File: src/rtl/fp_accumulator.sv
// Streaming floating-point accumulator: sums a stream of terms into one result per
// in_last-terminated row, using an internal truncating adder (acc first, term second).
module fp_accumulator #(
  parameter int EXPONENT = 8,
  parameter int MANTISSA = 23,
  parameter int CNT_W    = 8,
  parameter int W        = EXPONENT + MANTISSA + 1
) (
  input  logic             clk,
  input  logic             rst,
  input  logic             in_valid,
  output logic             in_ready,
  input  logic [W-1:0]     in_data,
  input  logic             in_last,
  output logic             out_valid,
  input  logic             out_ready,
  output logic [W-1:0]     out_data,
  output logic [CNT_W-1:0] out_count,
  output logic             out_sat,
  output logic             busy,
  output logic [1:0]       state_dbg
);

  // Handshake: a transfer happens on a rising edge where valid and ready are both
  // high; valid never waits on ready, and payload is only looked at on a transfer.

  localparam int G   = 3;
  localparam int FW  = MANTISSA + 1 + G;
  localparam int LZW = $clog2(FW + 1);

  typedef enum logic [1:0] {
    IDLE = 2'd0,
    ACC  = 2'd1,
    HOLD = 2'd2
  } state_t;

  state_t           state;
  logic [W-1:0]     acc;
  logic [CNT_W-1:0] cnt;
  logic             sat;

  // ---------------------------------------------------------------- adder
  logic                swap;
  logic [W-1:0]        x, y;
  logic                x_s, y_s;
  logic [EXPONENT-1:0] x_e, y_e, d;
  logic [FW-1:0]       x_m, y_m, y_sh, m_norm;
  logic [FW:0]         s;
  logic [LZW-1:0]      lz;
  logic [EXPONENT:0]   lz_ext, e_res;
  logic                found;
  logic [W-1:0]        sum;
  logic                unused_bits;

  always_comb begin
    swap   = in_data[W-2:0] > acc[W-2:0];
    x      = swap ? in_data : acc;
    y      = swap ? acc : in_data;
    x_s    = x[W-1];
    y_s    = y[W-1];
    x_e    = x[W-2:MANTISSA];
    y_e    = y[W-2:MANTISSA];
    x_m    = {(x_e != '0), x[MANTISSA-1:0], {G{1'b0}}};
    y_m    = {(y_e != '0), y[MANTISSA-1:0], {G{1'b0}}};
    d      = x_e - y_e;
    y_sh   = y_m >> d;
    s      = '0;
    m_norm = '0;
    e_res  = '0;
    lz     = '0;
    found  = 1'b0;
    sum    = x;
    // A zero (or flushed subnormal) smaller operand leaves the larger one untouched.
    if (y_e != '0) begin
      if (x_s == y_s) begin
        s = {1'b0, x_m} + {1'b0, y_sh};
        if (s[FW]) begin
          m_norm = s[FW:1];
          e_res  = {1'b0, x_e} + {{EXPONENT{1'b0}}, 1'b1};
        end else begin
          m_norm = s[FW-1:0];
          e_res  = {1'b0, x_e};
        end
        sum = {x_s, e_res[EXPONENT-1:0], m_norm[FW-2:G]};
      end else begin
        s = {1'b0, x_m - y_sh};
        for (int i = FW - 1; i >= 0; i--) begin
          if (!found && s[i]) begin
            found = 1'b1;
            lz    = LZW'(FW - 1 - i);
          end
        end
        if (!found || ({{(EXPONENT+1-LZW){1'b0}}, lz} >= {1'b0, x_e})) begin
          sum = '0;
        end else begin
          m_norm = s[FW-1:0] << lz;
          e_res  = {1'b0, x_e} - {{(EXPONENT+1-LZW){1'b0}}, lz};
          sum    = {x_s, e_res[EXPONENT-1:0], m_norm[FW-2:G]};
        end
      end
    end
  end

  assign lz_ext      = {{(EXPONENT+1-LZW){1'b0}}, lz};
  assign unused_bits = ^{m_norm[FW-1], m_norm[G-1:0], e_res[EXPONENT], lz_ext};

  // ---------------------------------------------------------------- next values
  logic [W-1:0]     acc_next;
  logic [CNT_W-1:0] cnt_next;
  logic             sat_next;
  logic             accept;
  logic             cnt_max;

  always_comb begin
    cnt_max = (cnt == {CNT_W{1'b1}});
    accept  = in_valid & in_ready;
    if (state == IDLE) begin
      acc_next = in_data;
      cnt_next = {{(CNT_W-1){1'b0}}, 1'b1};
      sat_next = 1'b0;
    end else begin
      acc_next = sum;
      cnt_next = cnt_max ? cnt : cnt + {{(CNT_W-1){1'b0}}, 1'b1};
      sat_next = sat | cnt_max;
    end
  end

  // ---------------------------------------------------------------- FSM
  always_ff @(posedge clk or posedge rst) begin
    if (rst) begin
      state     <= IDLE;
      acc       <= '0;
      cnt       <= '0;
      sat       <= 1'b0;
      in_ready  <= 1'b1;
      out_valid <= 1'b0;
      out_data  <= '0;
      out_count <= '0;
      out_sat   <= 1'b0;
      busy      <= 1'b0;
    end else begin
      case (state)
        IDLE, ACC: begin
          if (accept) begin
            acc  <= acc_next;
            cnt  <= cnt_next;
            sat  <= sat_next;
            busy <= 1'b1;
            if (in_last) begin
              state     <= HOLD;
              in_ready  <= 1'b0;
              out_valid <= 1'b1;
              out_data  <= acc_next;
              out_count <= cnt_next;
              out_sat   <= sat_next;
            end else begin
              state <= ACC;
            end
          end
        end
        HOLD: begin
          if (out_ready) begin
            state     <= IDLE;
            acc       <= '0;
            cnt       <= '0;
            sat       <= 1'b0;
            in_ready  <= 1'b1;
            out_valid <= 1'b0;
            out_data  <= '0;
            out_count <= '0;
            out_sat   <= 1'b0;
            busy      <= 1'b0;
          end
        end
        default: begin
          state    <= IDLE;
          in_ready <= 1'b1;
          busy     <= 1'b0;
        end
      endcase
    end
  end

  assign state_dbg = state;

endmodule

File: config.mk
export PLATFORM = sky130hd
export DESIGN_NAME = fp_accumulator
export DESIGN_NICKNAME = d
export VERILOG_FILES = /design/src/rtl/fp_accumulator.sv
export SDC_FILE = /design/constraint.sdc
export NUM_CORES = 1
export LEC_CHECK = 0
export CORE_MARGIN = 1.5
export CORE_UTILIZATION = 40
export DETAILED_ROUTE_END_ITERATION = 8
export GPL_TIMING_DRIVEN = 0
export PLACE_DENSITY = 0.6
export SLEW_MARGIN = 10
export SYNTH_ARGS = -nofsm -noshare
export SYNTH_HDL_FRONTEND = slang
export SYNTH_SLANG_ARGS = --single-unit
File: constraint.sdc
create_clock -name clk -period 13.5 [get_ports clk]
set_clock_uncertainty 0.1 [all_clocks]
set_input_delay 1.35 -clock clk [delete_from_list [all_inputs] [get_ports clk]]
set_output_delay 1.35 -clock clk [all_outputs]
set_load 0.1 [all_outputs]
==> reports/metrics.yaml, run 1 <==
hold_viol: 0
syn_area_per_cell_um2: 6.885
clock_latency_ns: 0.34
die-width_um: 191.6
critPathMaxStageDelay_ns: 0.65
die_h_um: 191.6
cp-start-kind: "primary input"
htreeDepth: 3
routed-via-count: 17638
grt_antenna_before_repair: 2
path_max_fanout: 10
gp_congestion: 1.019
syn_nets: 2193
fin_crit_sh_pct: 97.90
hp-class: "flop to flop"
tightest_slew_ns: 1.374
layout_min_cycle_time_ns: 13.22
start_util_pct: 40.87
ys_seq_area_share_pct: 15.31
dr.pass1.iters: 6
relSlewSlack_pct: 7.411
root_buffer: "clkbuf_16"
power.leakage_nw: 7.061
syn_to_final_growth_pct: 18.52
ys_ff_latch: 87
cts_inserted_buffers: 9
ys.warnings.count: 0
syn_area_mm2: 0.01422
first_global_vias: 16190
vdd_drop_max_mv: 0.05466
fillers: 3599
setup_viol_count_final: 0
worstPathRequired_ns: 13.59
drtIter0Drc: 2246
synth_edf_count: 0
grt_max_degree: 45
powerDensity_mw_per_mm2: 85.95
finish.utilization_pct: 48.44
cp.arrival_ns: 13.31
total_power_mw: 1.449
drive_gt1_share_pct: 12.02
core_area_mm2: 0.03480
final_nets: 2311
diodes: 0
cts_buffer_depth: 2
rows: 68
maxCapViolCount: 0
critPathKind: "primary input to flop"
ys_types: 99
status: "complete, no violations"
remaining_drc_errors: 0
synthCells: 2066
critPathCaptureType: "flop"
crit_slowest_cell: "o21ai_0"
grt_pass1_wl_um: 106400
cpMostUsedCell: "buf_4"
die-area_mm2: 0.03670
final_common_cell: "nand2_1"
most-common-layout-cells: "261 x nand2_1, 217 x a21oi_1, 189 x nor2_1, 136 x o21ai_0, 101 x inv_1"
fin_tns_setup_ns: 0
clk_pin_slew_ns: 0.07
antenna_left: 0
wl_per_cell_um: 27.14
wirelength_um: 71740
clock_sinks: 87
slew_violations: 0
cts_tree: "yes"
grt_usage_pct: 38.81
grt-ovfl-total: 0
fmax_ghz: 0.07566
hpwlAfterDp_um: 57910
port_buffers: 82
viasPerCell: 6.673
ioPinCount: 83
yosys_most_used_dff: "dfrtp_1"
synthArstFlopShare_pct: 100.0
==> synthesized netlist by cell type, types with 18 or more instances <==
master	instances	share of area, %
and3_1	20	0.88
a31oi_1	33	1.5
nor3_1	47	1.7
nand2b_1	30	1.3
inv_1	103	2.7
dfrtp_1	86	15
nand4_1	22	0.97
nor2_1	196	5.2
o21bai_1	25	1.3
o21ai_0	143	5.0
a21o_1	33	1.7
ha_1	88	7.7
xnor2_1	40	2.5
a211oi_1	24	1.3
nand2_1	264	7.0
a21oi_1	229	8.1
o211ai_1	36	1.9
clkbuf_1	107	2.8
mux2i_1	68	4.8
o31ai_1	31	1.6
o22ai_1	18	0.79
nand3_1	65	2.3
==> sequential cells by signal (all words and copies together) (netlist names) <==
register   count
cnt            8
sat            1
state_dbg      2
in_ready       1
out_count      8
out_sat        1
out_data      32
busy           1
out_valid      1
acc           32
==> critical path: cells and delay by family <==
| family | cells | cell delay, ns |
|---|---|---|
| AO/OA/AOI/OAI | 22 | 4.61 |
| buffers and inverters | 19 | 3.20 |
| AND/OR/NAND/NOR | 11 | 2.09 |
| adder cells (fa/ha/maj) | 5 | 1.58 |
| multiplexers | 1 | 0.41 |
==> metal layers <==
layer	global-route usage, %	wire [um]	vias to the layer above
met1	55.12	30620	8459
met4	11.39	2730	4
met5	0	51	-
met3	6.559	7588	161
li1	-	-	7907
met2	59.92	30750	1107
==> report_power, final <==
part           total (mW)  internal [mW]  switching [mW]
clock               0.256          0.148           0.108
combinational       0.932          0.302           0.630
sequential          0.261          0.261               0
total                1.45          0.711           0.738
==> cell families (layout without fill, tap and decap cells) <==
family	Yosys count	in the layout	share of synthesized area (%)
simple gates	748	748	24.49
flops	87	87	15.31
compound gates	759	759	35.26
fa+ha+maj	90	90	8.023
mux	90	90	7.160
xor+xnor	52	52	3.202
buf+inv	240	362	6.554
==> area by class of cell <==
cell class                      instances  area, um2  area share (%)
Multi-Input combinational cell       1739      11730           69.59
Tap cell                              455      569.3           3.377
Clock buffer                           11      242.7           1.440
Buffer                                122      641.9           3.808
Timing Repair Buffer                  115       1022           6.064
Sequential cell                        87       2178           12.92
Clock inverter                          4      53.80          0.3192
Inverter                              110      417.9           2.479
==> metrics by stage <==
stage          hold WS [ns]  instances  setup WS, ns  cell area [um2]
2_1_floorplan        0.3726       2066      0.005501            14220
3_3_place_gp         0.3562       2603        -4.707            15620
3_5_place_dp         0.3617       2606        -4.749            15670
4_1_cts              0.3798       2632       0.01189            16480
5_1_grt              0.4097       2643      -0.05341            16860
6_report             0.3762       2643        0.2837            16860
==> path summary, 6_finish.rpt <==
kind	start	to	slack, ns	cells past startpoint
min	out_count[2]$_DFFE_PP0P_	out_count[2]$_DFFE_PP0P_	0.38	2
max reg2reg	acc[21]$_DFFE_PP0P_	out_data[22]$_DFFE_PP0P_	0.97	54
min reg2reg	out_count[2]$_DFFE_PP0P_	out_count[2]$_DFFE_PP0P_	0.38	2
max	in_data[8]	out_data[22]$_DFFE_PP0P_	0.28	58
max in group asynchronous	rst	acc[20]$_DFFE_PP0P_	11.33	3
min in group asynchronous	rst	out_count[5]$_DFFE_PP0P_	1.34	2
==> repair_timing <==
action / CTS / global route
pin swaps: 16 / 21
hold endpoints to repair: 0 / 0
setup buffers: 17 / 13
hold buffers: 0 / 0
endpoints found under the setup margin: 64 / 64
resized for setup: 154 / 100
Power figures use the tool's default switching activity.
==> run 2, diff against run 1 <==
--- a/config.mk
+++ b/config.mk
@@ -5,6 +5,7 @@
 export SDC_FILE = /design/constraint.sdc
 export NUM_CORES = 1
 export LEC_CHECK = 0
+export CAP_MARGIN = 0
 export CORE_MARGIN = 1.5
 export CORE_UTILIZATION = 40
 export DETAILED_ROUTE_END_ITERATION = 8
@@ -14,3 +15,4 @@
 export SYNTH_ARGS = -nofsm -noshare
 export SYNTH_HDL_FRONTEND = slang
 export SYNTH_SLANG_ARGS = --single-unit
+export TNS_END_PERCENT = 20
==> constraint.sdc (replaced) <==
create_clock -name clk -period 10.6 [get_ports clk]
set_clock_uncertainty 0.1 [all_clocks]
set_input_delay 1.06 -clock clk [delete_from_list [all_inputs] [get_ports clk]]
set_output_delay 1.06 -clock clk [all_outputs]
set_load 0.1 [all_outputs]
==> reports/metrics.yaml, run 2 (synthesis gave the netlist of run 1 again) <==
status: "finished, violations left"
violations: "setup timing"
cts_inserted_buffers: 9  # unchanged
root_buffer: "clkbuf_16"
tightest_slew_ns: 1.341  # -0.03346 ns
layout.area.seq_mm2: 0.002178  # unchanged
syn_to_final_growth_pct: 36.43
path_max_fanout: 8  # -2
rsz0062_at_grt: "yes"
maxCapViolCount: 0  # unchanged
port_buffers: 82  # unchanged
viasPerCell: 6.730  # +0.85%
rows: 68  # unchanged
grt_antenna_before_repair: 1  # -1
layout_min_cycle_time_ns: 11.05
dr.pass1.iters: 6  # unchanged
rr_endpoint: "out_data[22]$_DFFE_PP0P_"
crit_slowest_cell: "a211o_2"
p_int_mw: 1.024  # +44%
clock_latency_ns: 0.36  # +0.02 ns
remaining_drc_errors: 0  # unchanged
clock_sinks: 87  # unchanged
cpMostUsedCell: "clkbuf_16"
critPathKind: "primary input to flop"
worstPathRequired_ns: 10.69  # -2.90 ns
min_path_cells: 2  # unchanged
vdd_drop_max_mv: 0.09010  # +65%
hpwlAfterDp_um: 58160  # +0.43%
grt_pass1_wl_um: 110100  # +3.6%
drtIter0Drc: 2180  # -2.9%
slew_violations: 0  # unchanged
cp_top_family: "compound AO/OA/AOI/OAI gates"
hold_path_end: "out_count[2]$_DFFE_PP0P_"
power.leakage_nw: 7.987  # +13%
ff2ff_path_depth: 63  # +17%
grt_usage_pct: 40.20  # +1.4 points
p_clk_share_pct: 15.6  # -2.1 points
antenna_left: 0  # unchanged
cp.arrival_ns: 11.14  # -2.17 ns
power_frac_seq_pct: 15.9  # -2.1 points
hold_viol: 0  # unchanged
critPathBufInv: 23  # +4
critPathMaxStageDelay_ns: 0.36  # -0.29 ns
die_h_um: 191.6  # unchanged
final_nets: 2431  # +5.2%
cp-start-kind: "primary input"
cts_buffer_depth: 2  # unchanged
largestRegisters: "acc x32, out_data x32"
cts_tree: "yes"
pre_cts_ws_ns: -4.395  # +0.3547 ns
fmax_ghz: 0.09053
powerDensity_mw_per_mm2: 107.2  # +25%
reg2reg_from: "acc[21]$_DFFE_PP0P_"
critPathCaptureType: "flop"
most-common-layout-cells: "247 x nand2_1, 194 x a21oi_1, 178 x nor2_1, 143 x buf_4, 107 x o21ai_0"
gp_congestion: 1.002  # -1.7%
worst_slack_ns: -0.4464  # -0.7301 ns
die-width_um: 191.6  # unchanged
clk_pin_slew_ns: 0.07  # about the same
fillers: 3394  # -5.7%
start_util_pct: 40.87  # unchanged
ioPinCount: 83  # unchanged
hp-class: "flop to flop"
drive_gt1_share_pct: 24.82  # +13 points
first_global_vias: 17197  # +6.2%
finish.utilization_pct: 55.76  # +7.3 points
die-area_mm2: 0.03670  # unchanged
multiInputGateArea_mm2: 0.01301  # +11%
wirelength_um: 75650  # +5.4%
r2r_slack_ns: -0.44  # -1.41 ns
routed-via-count: 18603  # +5.5%
core_area_mm2: 0.03480  # unchanged
setup_viol_count_final: 62  # +62
htreeDepth: 3  # unchanged
p_comb_share_pct: 68.5  # +4.1 points
p_sw_mw: 1.057  # +43%
min_from: "out_count[2]$_DFFE_PP0P_"
switching_share_pct: 50.80  # -0.11 points
grt-ovfl-total: 0  # unchanged
wl_per_cell_um: 27.37  # +0.83%
final_common_cell: "nand2_1"
fin_crit_sh_pct: 104.2
diodes: 0  # unchanged
grt_max_degree: 64  # +42%
relSlewSlack_pct: 9.665  # +2.3 points
-- run 2: per-layer routing --
layer / wire (um) / global-route usage [%]
met5: 13 / 0
met4: 3423 / 14.84
met3: 8840 / 8.478
met1: 31220 / 55.54
met2: 32150 / 61.32
-- run 2: layout make-up --
type | instances | share of cell area [%]
Clock buffer | 10 | 1.232
Tap cell | 455 | 2.934
Clock inverter | 6 | 0.2644
Inverter | 110 | 2.231
Multi-Input combinational cell | 1739 | 67.03
Buffer | 118 | 4.378
Timing Repair Buffer | 239 | 10.71
Sequential cell | 87 | 11.23
-- run 2: power by group through the flow --
stage	logic (mW)	clock network, mW	registers, mW
finish	1.43	0.324	0.332
detailed placement	1.07	0	0.338
floorplan	0.707	0	0.338
CTS	1.28	0.323	0.332
global placement	1.07	0	0.338
global route	1.48	0.335	0.332
-- run 2: tightest hold or removal path: stages, from the launching register on --
cell and delay, ns:
dfrtp_1 0.34, nand2_1 0.05, nand2_1 0.05
-- run 2: worst max-delay path by stage --
| stage | depth (start not counted) | start | slack (ns) | to |
|---|---|---|---|---|
| 2_1_floorplan | 61 | in_data[13] | -0.50 | out_data[22]$_DFFE_PP0P_ |
| 3_5_place_dp | 58 | in_data[16] | -4.39 | out_data[5]$_DFFE_PP0P_ |
| 4_1_cts | 58 | in_data[22] | -0.49 | out_data[22]$_DFFE_PP0P_ |
| 6_report | 63 | in_data[21] | -0.45 | out_data[22]$_DFFE_PP0P_ |
| 5_1_grt | 65 | in_data[21] | -0.70 | out_data[29]$_DFFE_PP0P_ |
| 3_3_place_gp | 51 | in_data[16] | -4.36 | out_data[5]$_DFFE_PP0P_ |
-- run 2: per-stage QoR --
stage,hold slack [ns],std cells,TNS [ns],area (um2),power (mW)
2_1_floorplan,0.3726,2066,-18.85,14820,1.045
5_1_grt,0.4023,2764,-32.49,19400,2.145
4_1_cts,0.3791,2720,-17.48,18590,1.932
6_report,0.3733,2764,-16.42,19400,2.081
3_5_place_dp,0.3617,2606,-260.24,16260,1.405
3_3_place_gp,0.3550,2603,-259.54,16210,1.408
-- run 2: timing repair --
item,in CTS,in global routing
hold buffers,0,0
pin swaps,117,83
resized for setup,453,139
gates cloned,3,1
buffers inserted,101,50
setup endpoints to repair,64,64
==> run 3, diff against run 2 <==
--- a/config.mk
+++ b/config.mk
@@ -11,7 +11,7 @@
 export DETAILED_ROUTE_END_ITERATION = 8
 export GPL_TIMING_DRIVEN = 0
 export PLACE_DENSITY = 0.6
-export SLEW_MARGIN = 10
+export SLEW_MARGIN = 20
 export SYNTH_ARGS = -nofsm -noshare
 export SYNTH_HDL_FRONTEND = slang
 export SYNTH_SLANG_ARGS = --single-unit
==> reports/metrics.yaml, run 3 (synthesis gave the netlist of run 1 again) <==
wirelength_um: 75170  # -0.62%
status: "finished, violations left"
total_power_mw: 2.060  # -1.0%
top_usage_layer: "met2"
cts_inserted_buffers: 9  # unchanged
most-common-layout-cells: "250 x nand2_1, 196 x a21oi_1, 182 x nor2_1, 138 x buf_4, 109 x o21ai_0"
fin_crit_sh_pct: 104.3  # about the same
worst_slack_ns: -0.4571  # -0.01069 ns
crit_slowest_cell: "xnor2_1"
layout_min_cycle_time_ns: 11.06  # +0.01069 ns
start_util_pct: 40.87  # unchanged
diodes: 0  # unchanged
critPathKind: "primary input to flop"
largestRegisters: "acc x32, out_data x32"
met3_usage_pct: 6.943  # -1.5 points
grt_max_degree: 55  # -14%
globalRouteMet2Util_pct: 61.33  # about the same
syn_to_final_growth_pct: 35.44
worstPathRequired_ns: 10.69  # about the same
final_nets: 2429  # -0.082%
fillers: 3377  # -0.50%
clock_latency_ns: 0.35  # about the same
core_area_mm2: 0.03480  # unchanged
viasPerCell: 6.725  # about the same
reg2reg_from: "acc[21]$_DFFE_PP0P_"
antenna_left: 0  # unchanged
cts_tree: "yes"
routed-via-count: 18569  # -0.18%
drtIter0Drc: 2104  # -3.5%
rr_endpoint: "acc[22]$_DFFE_PP0P_"
relSlewSlack_pct: 16.13  # +6.5 points
finish.utilization_pct: 55.36  # -0.40 points
final_common_cell: "nand2_1"
die_h_um: 191.6  # unchanged
hpwlAfterDp_um: 58150  # about the same
port_buffers: 82  # unchanged
slew_violations: 0  # unchanged
ff2ff_path_depth: 60  # -4.8%
first_global_vias: 17266  # +0.40%
tightest_slew_ns: 1.248  # -0.09247 ns
fin_tns_setup_ns: -16.69  # -0.2644 ns
rsz0062_at_grt: "yes"
grt_pass1_wl_um: 109900  # -0.23%
vdd_drop_max_mv: 0.08547  # -5.1%
violations: "setup timing"
min_from: "out_count[2]$_DFFE_PP0P_"
hp-class: "flop to flop"
setup_viol_count_final: 62  # unchanged
gp_congestion: 1.002  # unchanged
drive_gt1_share_pct: 23.85  # -0.97 points
critPathMaxStageDelay_ns: 0.72  # +0.36 ns
htreeDepth: 3  # unchanged
crit_path_end: "acc[22]$_DFFE_PP0P_"
wl_per_cell_um: 27.23  # -0.51%
grt-ovfl-total: 0  # unchanged
grt_antenna_before_repair: 0  # -1
dr.pass1.iters: 6  # unchanged
root_buffer: "clkbuf_16"
remaining_drc_errors: 0  # unchanged
critPathCaptureType: "flop"
fmax_ghz: 0.09044  # about the same
cp.arrival_ns: 11.15  # about the same
clock_sinks: 87  # unchanged
cp-start-kind: "primary input"
hold_viol: 0  # unchanged
pre_cts_ws_ns: -4.354  # +0.04049 ns
rows: 68  # unchanged
cts_buffer_depth: 2  # unchanged
grt_usage_pct: 40.06  # -0.14 points
maxCapViolCount: 0  # unchanged
path_max_fanout: 8  # unchanged
power.leakage_nw: 7.974  # -0.16%
die-width_um: 191.6  # unchanged
clk_pin_slew_ns: 0.06  # about the same
startpoint: "in_data[21]"
ioPinCount: 83  # unchanged
powerDensity_mw_per_mm2: 106.9  # -0.30%
hold_buffers: 0  # unchanged
cpMostUsedCell: "clkbuf_16"
use_met1_pct: 56.07  # +0.52 points
whs_ns: 0.3737  # +0.0004400 ns
die-area_mm2: 0.03670  # unchanged
r2r_slack_ns: -0.42  # +0.02 ns
-- run 3: changes by cell type in the layout (fill, tap and decap cells not counted), sizes merged --
cell / change
bufinv: +1
clkdlybuf4s15: -1
clkinv: +1
dlygate4sd2: +1
inv: -2
clkinvlp: -2
clkbuf: -1
-- run 3: timing repair --
action / CTS / global route
resized for setup: 433 / 112
cloned: 3 / 2
endpoints found under the hold margin: 0 / 0
setup buffers: 94 / 55
pin swaps: 106 / 112
endpoints found under the setup margin: 64 / 64
-- run 3: final cells by class --
type                    count  area, um2  area share [%]
well taps                 455      569.3           2.955
multi-input cells        1739      12850           66.71
inverters                 110      427.9           2.221
clock buffers              11      252.7           1.312
flip-flops and latches     87       2178           11.31
repair buffers            239       2093           10.87
plain buffers             116      838.3           4.352
clock inverters             4      52.55          0.2728
-- run 3: critical path, delay by kind of cell --
family | cells | cell delay (ns)
AOI/OAI and AO/OA | 21 | 3.59
xor gates and xnor gates | 1 | 0.72
adders and majority gates | 5 | 1.20
buffers and inverters | 19 | 2.27
muxes | 1 | 0.18
and+or+nand+nor | 13 | 2.09
-- run 3: how the worst min path moves through the flow --
| stage | endpoint | slack [ns] | cells after the start |
|---|---|---|---|
| 4_1_cts | out_count[2]$_DFFE_PP0P_ | 0.38 | 2 |
| 3_5_place_dp | out_count[2]$_DFFE_PP0P_ | 0.36 | 2 |
| 5_1_grt | out_count[2]$_DFFE_PP0P_ | 0.41 | 2 |
| 6_report | out_count[2]$_DFFE_PP0P_ | 0.37 | 2 |
| 2_1_floorplan | acc[30]$_DFFE_PP0P_ | 0.37 | 2 |
| 3_3_place_gp | out_count[2]$_DFFE_PP0P_ | 0.36 | 2 |
-- run 3: power breakdown --
| group | internal [mW] | switching [mW] | leakage, nW |
|---|---|---|---|
| Combinational | 0.511 | 0.882 | 6.64 |
| Sequential | 0.332 | 0 | 1.19 |
| Clock | 0.195 | 0.140 | 0.152 |
-- run 3: per-layer routing --
| metal | wire [um] | part of all wire, % |
|---|---|---|
| met5 | 0 | 0 |
| met4 | 3053 | 4.1 |
| met3 | 8162 | 11 |
| met2 | 32240 | 43 |
| met1 | 31720 | 42 |
-- run 3: through the flow --
step / std cells / instance area (um2)
final: 2761 / 19260
after global routing: 2761 / 19260
after CTS: 2711 / 18480
after detailed placement: 2606 / 16260
after global placement: 2603 / 16210
after floorplan: 2066 / 14820
